===== config.mk =====
export PLATFORM = sky130hd
export DESIGN_NAME = mem_unit
export DESIGN_NICKNAME = d
export VERILOG_FILES = /design/src/rtl/mem_unit.sv
export SDC_FILE = /design/constraint.sdc
export NUM_CORES = 1
export LEC_CHECK = 0
export BUFFER_PORTS_ARGS = -buffer_cell sky130_fd_sc_hd__buf_2
export CORE_ASPECT_RATIO = 1.25
export CORE_UTILIZATION = 51
export DETAILED_ROUTE_END_ITERATION = 7
export PLACE_DENSITY = 0.85
export RECOVER_POWER = 100
export SLEW_MARGIN = 5
export SYNTH_ARGS = -nofsm -noshare
export SYNTH_HDL_FRONTEND = slang
export SYNTH_SLANG_ARGS = --single-unit

===== constraint.sdc =====
create_clock -name clock -period 3.1 [get_ports clock]
set_clock_uncertainty 0.1 [all_clocks]
set_input_delay 0.155 -clock clock [delete_from_list [all_inputs] [get_ports clock]]
set_output_delay 0.155 -clock clock [all_outputs]
set_load 0.005 [all_outputs]

===== src/rtl/mem_unit.sv =====
// Load/store unit: holds one memory request until acknowledged or timed out,
// then pulses done. Non-memory opcodes pass straight through to done.
module mem_unit #(
  parameter int unsigned TIMEOUT = 255
) (
  input  logic        clock,
  input  logic        reset,
  input  logic        start,
  input  logic [3:0]  opcode,
  input  logic [15:0] address,
  input  logic [15:0] store_data,
  output logic        mem_req,
  output logic        mem_we,
  output logic [15:0] mem_addr,
  output logic [15:0] mem_wdata,
  input  logic [15:0] mem_rdata,
  input  logic        mem_ack,
  output logic [15:0] read_data,
  output logic        busy,
  output logic        done,
  output logic        error
);

  localparam int unsigned CNT_W = 8;
  localparam logic [CNT_W-1:0] LAST_WAIT = CNT_W'(TIMEOUT - 1);
  localparam logic [3:0] OP_LOAD  = 4'b1100;
  localparam logic [3:0] OP_STORE = 4'b1101;

  typedef enum logic [1:0] {
    IDLE   = 2'd0,
    ACCESS = 2'd1,
    DONE   = 2'd2
  } state_t;

  state_t           state, state_next;
  logic [CNT_W-1:0] wait_cnt, wait_cnt_next;
  logic             mem_we_next;
  logic [15:0]      mem_addr_next;
  logic [15:0]      mem_wdata_next;
  logic [15:0]      read_data_next;
  logic             error_next;
  logic             mem_req_next;
  logic             busy_next;
  logic             done_next;
  logic             is_mem_op;

  assign is_mem_op = (opcode == OP_LOAD) || (opcode == OP_STORE);

  // Next-state and next-register values; status outputs follow the next state
  // so they are registered yet aligned with the state they describe.
  always_comb begin
    state_next     = state;
    wait_cnt_next  = wait_cnt;
    mem_we_next    = mem_we;
    mem_addr_next  = mem_addr;
    mem_wdata_next = mem_wdata;
    read_data_next = read_data;
    error_next     = error;

    case (state)
      IDLE: begin
        if (start) begin
          if (is_mem_op) begin
            mem_we_next    = (opcode == OP_STORE);
            mem_addr_next  = address;
            mem_wdata_next = store_data;
            error_next     = 1'b0;
            wait_cnt_next  = '0;
            state_next     = ACCESS;
          end else begin
            state_next = DONE;
          end
        end
      end
      ACCESS: begin
        // An ack on the final wait cycle still completes normally.
        if (mem_ack) begin
          if (!mem_we) begin
            read_data_next = mem_rdata;
          end
          state_next = DONE;
        end else if (wait_cnt == LAST_WAIT) begin
          error_next = 1'b1;
          state_next = DONE;
        end else begin
          wait_cnt_next = wait_cnt + CNT_W'(1);
        end
      end
      DONE: begin
        state_next = IDLE;
      end
      default: begin
        state_next = IDLE;
      end
    endcase

    mem_req_next = (state_next == ACCESS);
    busy_next    = (state_next != IDLE);
    done_next    = (state_next == DONE);
  end

  always_ff @(posedge clock or posedge reset) begin
    if (reset) begin
      state     <= IDLE;
      wait_cnt  <= '0;
      mem_req   <= 1'b0;
      mem_we    <= 1'b0;
      mem_addr  <= '0;
      mem_wdata <= '0;
      read_data <= '0;
      busy      <= 1'b0;
      done      <= 1'b0;
      error     <= 1'b0;
    end else begin
      state     <= state_next;
      wait_cnt  <= wait_cnt_next;
      mem_req   <= mem_req_next;
      mem_we    <= mem_we_next;
      mem_addr  <= mem_addr_next;
      mem_wdata <= mem_wdata_next;
      read_data <= read_data_next;
      busy      <= busy_next;
      done      <= done_next;
      error     <= error_next;
    end
  end

endmodule


**Yosys cells after proc, flatten, opt, wreduce, memory -nomap -nowiden**

Index checks and enable logic that the tools add are counted.

- Add/sub/neg operators: 1
- Equality and inequality tests: 11
- Mux-type cells: 15
- Bitwise gates (word level): 1
- Reductions and logical operators: 8

Operators with widths:

| kind | number |
|---|---|
| $mux 8 | 4 |
| $pmux 8 s2 | 1 |
| $ne 2x2->1 const B | 5 |
| $reduce_and 5->1 | 2 |
| $add 8x1->8 const B | 1 |
| $eq 4x4->1 const B | 2 |
| $eq 8x8->1 const B | 1 |
| $mux 2 | 4 |
| $reduce_and 3->1 | 2 |
| $eq 2x1->1 const B | 2 |
| $mux 1 | 4 |
| $pmux 2 s2 | 1 |
| $reduce_bool 2->1 | 2 |
| $eq 2x2->1 const B | 1 |
| $logic_not 2->1 | 1 |
| $pmux 1 s2 | 1 |
| $logic_or 1x1->1 | 1 |
| $not 1->1 | 1 |

- Flip-flop bits (word level): 63
- Input bits: 56
- Output and inout port bits: 53
- Logic and storage cells: 46

**Longest topological paths before layout**

Gate-level depths: netlist (run 1).

- Depth in word-level cells: 6
- Mapped depth: 7
- Gate-level depth less buffers: 7

**Worst setup path after synthesis (run 1)**

OpenSTA, ideal clock, no wires.

- Kind: reg-to-reg
- From: register state[1]
- To: register wait_cnt[1]
- Library setup time: 0.127 ns
- Data arrival time: 1.711 ns
- Required time: 2.873 ns
- Setup slack: 1.162 ns
- Cell stages (with the launch flop): 6
- Path buffers: 1
- Period minus slack after synthesis: 1.938 ns
- Cells stage by stage: dfrtp_1 or4b_4 buf_6 a22o_4 inv_2 mux2_1

- Word-level cells in the longest chain between the ends: 3
- Elaborated cells between the ends (all ways): 9
- Those cells by class: eq/ne (5); mux (1); reduce/logical (3)

RTL lines:

| what | RTL line | RTL |
|---|---|---|
| start: declaration | 35 | `state_t state, state_next;` |
| start signal: assignment | 115 | `state <= state_next;` |
| $eq 2x1->1 / $logic_not 2->1 (equally long branches) | 60 | `case (state)` |
| $ne 2x2->1 (no line) / $reduce_bool 2->1 (equally long branches) | -- |  |
| $reduce_and 5->1 (no line) | -- |  |
| end signal: assignment | 116 | `wait_cnt <= wait_cnt_next;` |
| end: declaration | 36 | `logic [CNT_W-1:0] wait_cnt, wait_cnt_next;` |

Parallel ways exist; a longest one is shown, timed or not.
A chain may end at the register's enable or synchronous reset.

**Worst setup path in the final report (run 1)**

Same ends and word-level chain as after synthesis.

==> results of run 1 <==
[per-stage QoR]
stage	setup WS (ns)	instance area, µm²	util
final	0.814	3740	0.784
after global routing	0.528	3740	0.784
after CTS	0.865	3800	0.797
after detailed placement	0.874	3120	0.656
after global placement	0.902	3120	0.656
after floorplan	1.16	2530	-
[power by group through the flow]
stage / clock network (mW) / registers, mW / logic [mW]
floorplan: 0 / 1.18 / 0.222
global placement: 0 / 1.16 / 0.514
detailed placement: 0 / 1.17 / 0.534
CTS: 0.615 / 1.16 / 0.582
global route: 0.653 / 1.20 / 0.608
finish: 0.599 / 1.18 / 0.558
[per-layer routing]
layer / routed length (µm) / GRT usage / part of all wire
met4: 87 / 0.118 / 0.014
met1: 2410 / 0.270 / 0.38
met2: 3400 / 0.468 / 0.54
met3: 385 / 0.0781 / 0.061
met5: 0 / 0 / 0
[sequential cells by signal (all words and copies together), names as in the netlist]
signal,cells
done,1
read_data,16
state,2
mem_req,1
error,1
busy,1
mem_wdata,16
mem_we,1
mem_addr,16
wait_cnt,8
[critical path, cell delays in order (launching register included)]
cell	delay, ns
dfrtp_1	0.42
or4b_4	0.80
a22o_1	0.36
inv_1	0.16
mux2_1	0.33
[final cells by class]
type | count | share of cell area
inverter | 5 | 0.00502
sequential | 63 | 0.422
timing repair buffer | 161 | 0.272
multi-input combinational | 97 | 0.237
clock buffer | 13 | 0.0425
clock inverter | 1 | 0.00134
tap | 60 | 0.0201
[cell usage in the layout (no fill, tap or decap)]
cell,count
clkbuf_2,1
a211oi_1,2
inv_1,5
mux2_1,4
nand3b_4,1
and2_1,1
nand2b_1,2
a211o_1,4
nor4_1,1
dfrtp_1,63
nor3b_1,1
nor2b_1,1
nor2_1,7
a31oi_1,2
a21o_1,1
nand4_1,3
clkbuf_8,11
nor3_1,2
ha_1,2
and3_1,3
or3_1,1
a2111oi_0,1
a22o_1,1
o211a_1,1
or4b_4,1
o21a_1,1
o21ai_0,1
nand3_1,2
buf_2,74
nand2_1,1
dlygate4sd3_1,51
a21oi_1,4
mux2_2,46
clkinv_2,1
clkbuf_1,37
[path summary, 6_finish.rpt]
path,start,to,slack [ns],depth (start not counted)
max,state[1],wait_cnt[1],0.81,4
min in group asynchronous,reset,mem_wdata[4],0.71,3
min reg2reg,mem_addr[0],mem_addr[0],0.40,1
max reg2reg,state[1],wait_cnt[1],0.81,4
max in group asynchronous,reset,mem_addr[3],0.92,4
min,mem_ack,state[1],0.16,3
[cell families after synthesis]
group           share of synthesized area
mux                                 0.223
compound gates                     0.0549
fa+ha+maj                         0.00990
simple gates                       0.0678
flops                               0.624
buf+inv                            0.0208
==> reports/qor.yml, run 1 <==
final_layout:
  drive_above_1_share: 0.397
  multi_input_area_um2: 885
  fillers: 311
  area_growth_pct: 47.8
  diodes: 0
  nNetsFinal: 395
  ff_latch_area_um2: 1580
  fin_cells: 400
global_route:
  antenna_found_initial: 0
  grt_usage: 0.258
  grt_pass1_wl_mm: 9.83
  grt_overflow: 0
  grt_pass1_vias: 2158
  grt_max_degree: 41
power:
  power_leakage_nw: 1.85
  pwr-share-comb: 0.239
  clkPwrFrac: 0.257
  p_switching_mw: 0.638
  intPower_mw: 1.69
  vdd_drop_max_mv: 0.439
  seq_power_share: 0.504
  finalPower_mw: 2.33
  powerDensity_nw_per_um2: 624
  switching_share: 0.274
synthesis:
  synth_seq_cells: 63
  netlist_area_um2: 2530
  yosysTopAreaCell: "dfrtp_1"
  yosysMostFrequentCell: "dfrtp_1"
  ys.flop_type: "dfrtp_1"
  synth_fp_nets: 228
  yosys_warnings: 0
  ys_seq_area_frac: 0.624
  yosysUniqueCellTypes: 33
  synth_top_cell_area_share: 0.624
  synthTopCellsByArea: "dfrtp_1 62%, mux2_2 22%, a211o_1 1.4%"
  netlist_top_cells_count: "63 x dfrtp_1, 49 x mux2_2, 7 x nor2_1"
  async_flop_share: 1.00
  synth_edf_count: 0
  synthCells: 170
  avgSynthCellArea_um2: 14.9
clock_tree:
  cts_max_level: 3
  cts_buffer_depth: 2
  tritoncts: "yes"
  cts.sinks: 63
  cts_made_buffers: 9
  postCtsSetupBuffers: 0
  cts_hold_buf: 51
  cts_resized: 0
  clk_pin_slew_ns: 0.06
  clock_latency_ns: 0.32
  clock_tree.root_cell: "clkbuf_8"
die:
  core_um2: 4760
  die_w_um: 65.0
  dieArea_um2: 5240
  die_y_um: 80.7
  rows: 28
  start_util: 0.530
  pin_count: 109
sta:
  rsz0062_at_grt: "false"
  tns_ns: 0
  fmax_ghz: 0.437
  tightest_slew_ns: 1.43
  finalSetupViolCount: 0
  hold-worst-slack_ns: 0.159
  finalHoldViolations: 0
  max_slew_margin: 0.0437
  fin_crit_ns: 2.29
  final.period_utilization: 0.737
  maxSlewViolCount: 0
drt:
  wirelength_mm: 6.28
  drt-wirelength-per-cell_um: 15.7
  via_per_inst: 5.23
  first_pass_iters: 4
  drc: 0
  vias: 2090
  drtAntennaViolNets: 0
  first_iter_violations: 55
setup_path:
  required_ns: 3.21
  critical_path_class: "register to register"
  end_kind: "register"
  critPathArrivalTime_ns: 2.40
  crit_fanout: 36
  crit_path_start_kind: "register"
placement:
  globalplace.congestion: 0.730
  port_buffers: 108
  dp_cells: 335
  dp_hpwl_mm: 3.62
flow_run:
  maxCapViolCount: 0
run_status:
  status: "complete, no violations"
worst_hold_path:
  hold_path.class: "input pin to register"
Power figures use the tool's default switching activity.
==> run 2: changes to the inputs <==
Settings changed: ABC_AREA from default to 1, CORE_UTILIZATION 51 to 48, PLACE_DENSITY 0.85 to 0.79.
Clock period 3.1 ns to 2.2 ns, I/O delays scaled along.
==> run 2 against run 1 <==
  * Flip-flop and latch count unchanged
  * Largest power group unchanged
  * Highest routed layer unchanged
  * Combinational power grew 26%
  * Critical path depth up 3
  * Setup slack lost 0.39 ns
  * Design area rose by 3.5%
  * Sequential share of layout area fell by 1.4 points
  * Maximum frequency increased by 29%
  * Sequential power up 34%
  * Clock power is 41% higher
  * Utilization down 7.3 points
==> reports/qor.yml, run 2 <==
run_status:
  status: "complete, no violations"
final_layout:
  final_util: 0.711
  diodes: 0
  top_regs: "mem_addr x16, mem_wdata x16, read_data x16"
  final_cell_mix: "133 x nand2_1, 86 x buf_2, 63 x dfrtp_1, 50 x dlygate4sd3_1, 22 x clkbuf_1"
  nNetsFinal: 505
  area_growth_pct: 43.0
  final_common_cell: "nand2_1"
  fillers: 428
  drive_above_1_share: 0.264
synthesis:
  synth_compound_area_frac: 0.0227
  yosysTopAreaCell: "dfrtp_1"
  synth_top_family_by_area: "simple AND/OR/NAND/NOR gates"
  yosysUniqueCellTypes: 24
  async_flop_share: 1.00
  synth_edf_count: 0
  muxShareOfSynthArea: 0.0805
  synth-xor-area-share: 0
  yosys.area_share.simple: 0.261
  ys_seq_area_frac: 0.583
  netlist_top_cells_count: "130 x nand2_1, 63 x dfrtp_1, 14 x inv_1, 12 x nand3_1, 12 x nor2_1"
  synth_seq_cells: 63
  yosysMostFrequentCell: "nand2_1"
  synth_top_cell_area_share: 0.583
  netlist_area_um2: 2710
  ys.flop_type: "dfrtp_1"
  avgSynthCellArea_um2: 9.59
  synthTopCellsByArea: "dfrtp_1 58%, nand2_1 18%, mux2_4 5.6%"
  yosys_warnings: 0
  synthAdderAreaFrac: 0.00925
  synthCells: 282
  synth_fp_nets: 340
drt:
  highest_layer: "met4"
  wl_met2_mm: 3.51
  drtAntennaViolNets: 0
  via_per_inst: 4.72
  wl_met3_um: 323
  first_pass_iters: 4
  wirelength_mm: 6.66
  first_iter_violations: 127
  met1Wirelength_mm: 2.70
  drc: 0
  drt-wirelength-per-cell_um: 12.9
  vias: 2433
setup_path:
  worstPathCellList: "nor2_1, nand2_1, nor2_1, inv_2, nand2_1, nand3_1, nand2_1"
  reg2reg_depth: 7
  crit_fanout: 35
  critical_path_class: "register to register"
  rrSetupSlack_ns: 0.43
  slowest_stage: "dfrtp_1"
  crit_path_start_kind: "register"
  cp_common_cell: "nand2_1"
  critPathArrivalTime_ns: 1.94
  crit_start: "state[1]"
  end_kind: "register"
  max_stage_delay_ns: 0.37
  r2r-start: "state[1]"
  r2r_end: "wait_cnt[0]"
  required_ns: 2.37
power:
  vdd_drop_max_mv: 0.468
  pwr-share-comb: 0.224
  p_switching_mw: 0.902
  seq_power_share: 0.506
  power_leakage_nw: 2.10
  clkPwrFrac: 0.270
  intPower_mw: 2.22
  powerDensity_nw_per_um2: 808
  switching_share: 0.289
global_route:
  grt_overflow: 0
  grt_max_degree: 36
  antenna_found_initial: 0
  grt_usage: 0.237
  grt_pass1_wl_mm: 11.1
  grt_pass1_vias: 2428
die:
  pin_count: 109
  core_um2: 5440
  die_y_um: 85.9
  dieArea_um2: 5940
  rows: 30
  start_util: 0.497
  die_w_um: 69.1
placement:
  dp_hpwl_mm: 4.03
  pre_cts_slack_ns: 0.565
  globalplace.congestion: 0.792
  port_buffers: 108
worst_hold_path:
  hold_path.class: "input pin to register"
  min-delay-start: "opcode[1]"
  hold_end: "error"
  holdPathStages: 6
sta:
  fin_crit_ns: 1.77
  max_slew_margin: 0.377
  final.period_utilization: 0.807
  finalSetupViolCount: 0
  tightest_slew_ns: 0.934
  finalHoldViolations: 0
  setup_ws_ns: 0.425
  maxSlewViolCount: 0
  fmax_ghz: 0.563
  tns_ns: 0
  rsz0062_at_grt: "false"
clock_tree:
  cts_hold_buf: 50
  postCtsSetupBuffers: 0
  cts_buffer_depth: 2
  clock_tree.root_cell: "clkbuf_8"
  clock_latency_ns: 0.33
  cts_resized: 0
  cts_made_buffers: 9
  cts.sinks: 63
  clk_pin_slew_ns: 0.06
  cts_max_level: 3
  tritoncts: "yes"
flow_run:
  maxCapViolCount: 0
## run 2: cells by family (layout without fill, tap and decap cells)
kind of cell / after synthesis / after routing
buffers and inverters: 24 / 193
flip-flops: 63 / 63
multiplexers: 16 / 16
AND/OR/NAND/NOR: 169 / 169
adder cells (fa/ha/maj): 2 / 2
AO/OA/AOI/OAI: 8 / 8
## run 2: metrics by stage
step | instance area, µm² | power, mW | cells | hold slack, ns
after floorplan | 2710 | 1.92 | 282 | 0.127
after global placement | 3300 | 2.27 | 450 | 0.0860
after detailed placement | 3300 | 2.30 | 450 | 0.0893
after CTS | 3970 | 3.22 | 515 | 0.0619
after global routing | 3870 | 3.32 | 515 | 0.107
final | 3870 | 3.13 | 515 | 0.0737
## run 2: power by group through the flow
stage / logic [mW] / registers (mW) / clock network (mW)
final: 0.701 / 1.58 / 0.844
after CTS: 0.778 / 1.58 / 0.867
after global placement: 0.688 / 1.58 / 0
after detailed placement: 0.712 / 1.59 / 0
after floorplan: 0.310 / 1.61 / 0
after global routing: 0.786 / 1.61 / 0.922
## run 2: critical path: cells and delay by family (launching register included)
kind,cells,cell delay (ns)
buffers and inverters,1,0.30
AND/OR/NAND/NOR,6,0.94
flip-flops,1,0.37
## run 2: how the worst max path moves through the flow
stage,to,slack (ns)
2_1_floorplan,busy,0.42
3_3_place_gp,wait_cnt[5],0.59
6_report,wait_cnt[0],0.43
5_1_grt,mem_addr[1],0.25
4_1_cts,wait_cnt[0],0.56
3_5_place_dp,wait_cnt[0],0.56
## run 2: per-layer routing
layer | up-vias | track usage
li1 | 1202 | -
met5 | - | 0
met2 | 84 | 0.413
met1 | 1132 | 0.285
met3 | 15 | 0.0541
met4 | 0 | 0.0946
## run 2: area by class of cell
class | instances | area, µm² | share of cell area
Sequential cell | 63 | 1580 | 0.408
Clock buffer | 11 | 141 | 0.0365
Clock inverter | 4 | 22.5 | 0.00582
Inverter | 16 | 65.1 | 0.0168
Timing Repair Buffer | 162 | 1040 | 0.268
Multi-Input combinational cell | 195 | 945 | 0.244
Tap cell | 64 | 80.1 | 0.0207
==> run 3: changes to the inputs <==
Settings changed: CORE_UTILIZATION 48 to 43, PLACE_DENSITY 0.79 to 0.75.
Clock period 2.2 ns to 1.6 ns, I/O delays scaled along.
==> run 3 against run 2 <==
  * Setup slack lost 0.30 ns
  * Combinational power grew 39%
  * Total power grew 40%
  * Sequential power grew 37%
  * Die area grew 11%
  * First-iteration DRC count grew 24%
  * Register-to-register slack lost 0.30 ns
  * Final cell count grew 4.3%
  * Via count grew 0.78%
  * Critical path depth grew 2
  * Clock-buffer cell count is the same
  * Flip-flop and latch count is the same
==> reports/qor.yml, run 3 (same netlist as run 2, synthesis figures left out) <==
sta:
  rsz0062_at_grt: "false"
  maxSlewViolCount: 0
  max_slew_margin: 0.452
  hold-worst-slack_ns: 0.0555
  fmax_ghz: 0.676
  fin_crit_ns: 1.48
  tightest_slew_ns: 0.822
  tns_ns: 0
  finalHoldViolations: 0
  final.period_utilization: 0.924
  finalSetupViolCount: 0
die:
  rows: 31
  pin_count: 109
  die_w_um: 72.9
  core_um2: 5930
  start_util: 0.456
  die_y_um: 90.7
  dieArea_um2: 6610
clock_tree:
  cts_made_buffers: 9
  clock_tree.root_cell: "clkbuf_8"
  cts_buffer_depth: 2
  clock_latency_ns: 0.33
  clk_pin_slew_ns: 0.07
  tritoncts: "yes"
  cts.sinks: 63
  cts_max_level: 3
power:
  powerDensity_nw_per_um2: 1100
  seq_power_share: 0.496
  clkPwrFrac: 0.282
  intPower_mw: 3.12
  p_switching_mw: 1.26
  vdd_drop_max_mv: 0.592
  power_leakage_nw: 2.10
  switching_share: 0.288
  pwr-share-comb: 0.222
  finalPower_mw: 4.38
setup_path:
  critical_path_class: "register to register"
  worstPathCellList: "inv_1, ha_1, inv_1, nor2_2, nand2_2, a21oi_4, buf_12, nand2_1, o21ai_1"
  crit_fanout: 12
  crit_path_start_kind: "register"
  critical_path_depth: 9
  slowest_stage: "dfrtp_1"
  cp_common_cell: "inv_1"
  reg2reg_depth: 9
  critPathArrivalTime_ns: 1.63
  critPathTopFamily: "flip-flops"
  critPathBufInv: 3
  max_stage_delay_ns: 0.38
  end_kind: "register"
  required_ns: 1.75
drt:
  drtAntennaViolNets: 0
  first_iter_violations: 157
  via_per_inst: 4.57
  vias: 2452
  drc: 0
  drt-wirelength-per-cell_um: 12.2
  wirelength_mm: 6.54
  first_pass_iters: 4
final_layout:
  top_regs: "mem_addr x16, mem_wdata x16, read_data x16"
  drive_above_1_share: 0.275
  diodes: 0
  fillers: 482
  fin_cells: 537
  area_growth_pct: 47.2
  final_cell_mix: "131 x nand2_1, 79 x buf_2, 63 x dfrtp_1, 50 x dlygate4sd3_1, 28 x clkbuf_1"
  nNetsFinal: 508
  final_common_cell: "nand2_1"
worst_hold_path:
  hold_path.class: "input pin to register"
  holdPathStages: 6
placement:
  dp_cells: 470
  port_buffers: 108
  globalplace.congestion: 0.788
  dp_hpwl_mm: 3.95
flow_run:
  maxCapViolCount: 0
global_route:
  grt_pass1_vias: 2497
  grt_usage: 0.220
  antenna_found_initial: 0
  grt_overflow: 0
  grt_pass1_wl_mm: 11.1
  grt_max_degree: 64
run_status:
  status: "complete, no violations"
[run 3: stage by stage]
step	worst slack [ns]	util	area [µm²]
2_1_floorplan	0.179	-	2710
3_3_place_gp	0.121	0.568	3370
3_5_place_dp	0.0462	0.568	3370
4_1_cts	0.0380	0.683	4050
5_1_grt	0.00960	0.671	3980
6_report	0.121	0.671	3980
[run 3: worst paths after layout]
check                            startpoint           end  slack, ns
worst max-delay path            wait_cnt[0]   wait_cnt[7]       0.12
max in group asynchronous             reset  mem_addr[12]       0.37
min in group asynchronous             reset  read_data[7]       0.50
worst min-delay path              opcode[1]         error       0.06
worst max register to register  wait_cnt[0]   wait_cnt[7]       0.12
worst min register to register        error         error       0.37
[run 3: area by class of cell]
class	instances	area, µm²	area share
Clock inverter	5	32.5	0.00817
Clock buffer	11	151	0.0380
Inverter	16	71.3	0.0179
Tap cell	82	103	0.0258
Multi-Input combinational cell	195	970	0.244
Timing Repair Buffer	165	1080	0.271
Sequential cell	63	1580	0.396
[run 3: what timing repair did]
| action | CTS | global route |
|---|---|---|
| endpoints found under the hold margin | 112 | 0 |
| setup buffers | 0 | 1 |
| gates resized for setup | 0 | 4 |
| hold buffers | 50 | 0 |
| endpoints found under the setup margin | 0 | 37 |
[run 3: metal layers]
metal	track usage	vias up	share of wire
met5	0	-	0
met4	0.0997	0	0.022
met3	0.0491	14	0.050
met2	0.384	86	0.52
met1	0.249	1138	0.41
li1	-	1214	-
[run 3: power groups by stage]
| stage | combinational, mW | clock [mW] | sequential, mW |
|---|---|---|---|
| floorplan | 0.426 | 0 | 2.22 |
| global placement | 0.969 | 0 | 2.17 |
| detailed placement | 1.00 | 0 | 2.18 |
| global route | 1.10 | 1.36 | 2.22 |
| finish | 0.972 | 1.24 | 2.17 |
| CTS | 1.09 | 1.28 | 2.16 |
[run 3: tightest hold or removal path, stage by stage]
cell and delay, ns:
buf_2 0.08, inv_1 0.04, nand4_1 0.07, a21oi_1 0.08
nand3_1 0.06, nand2_1 0.05
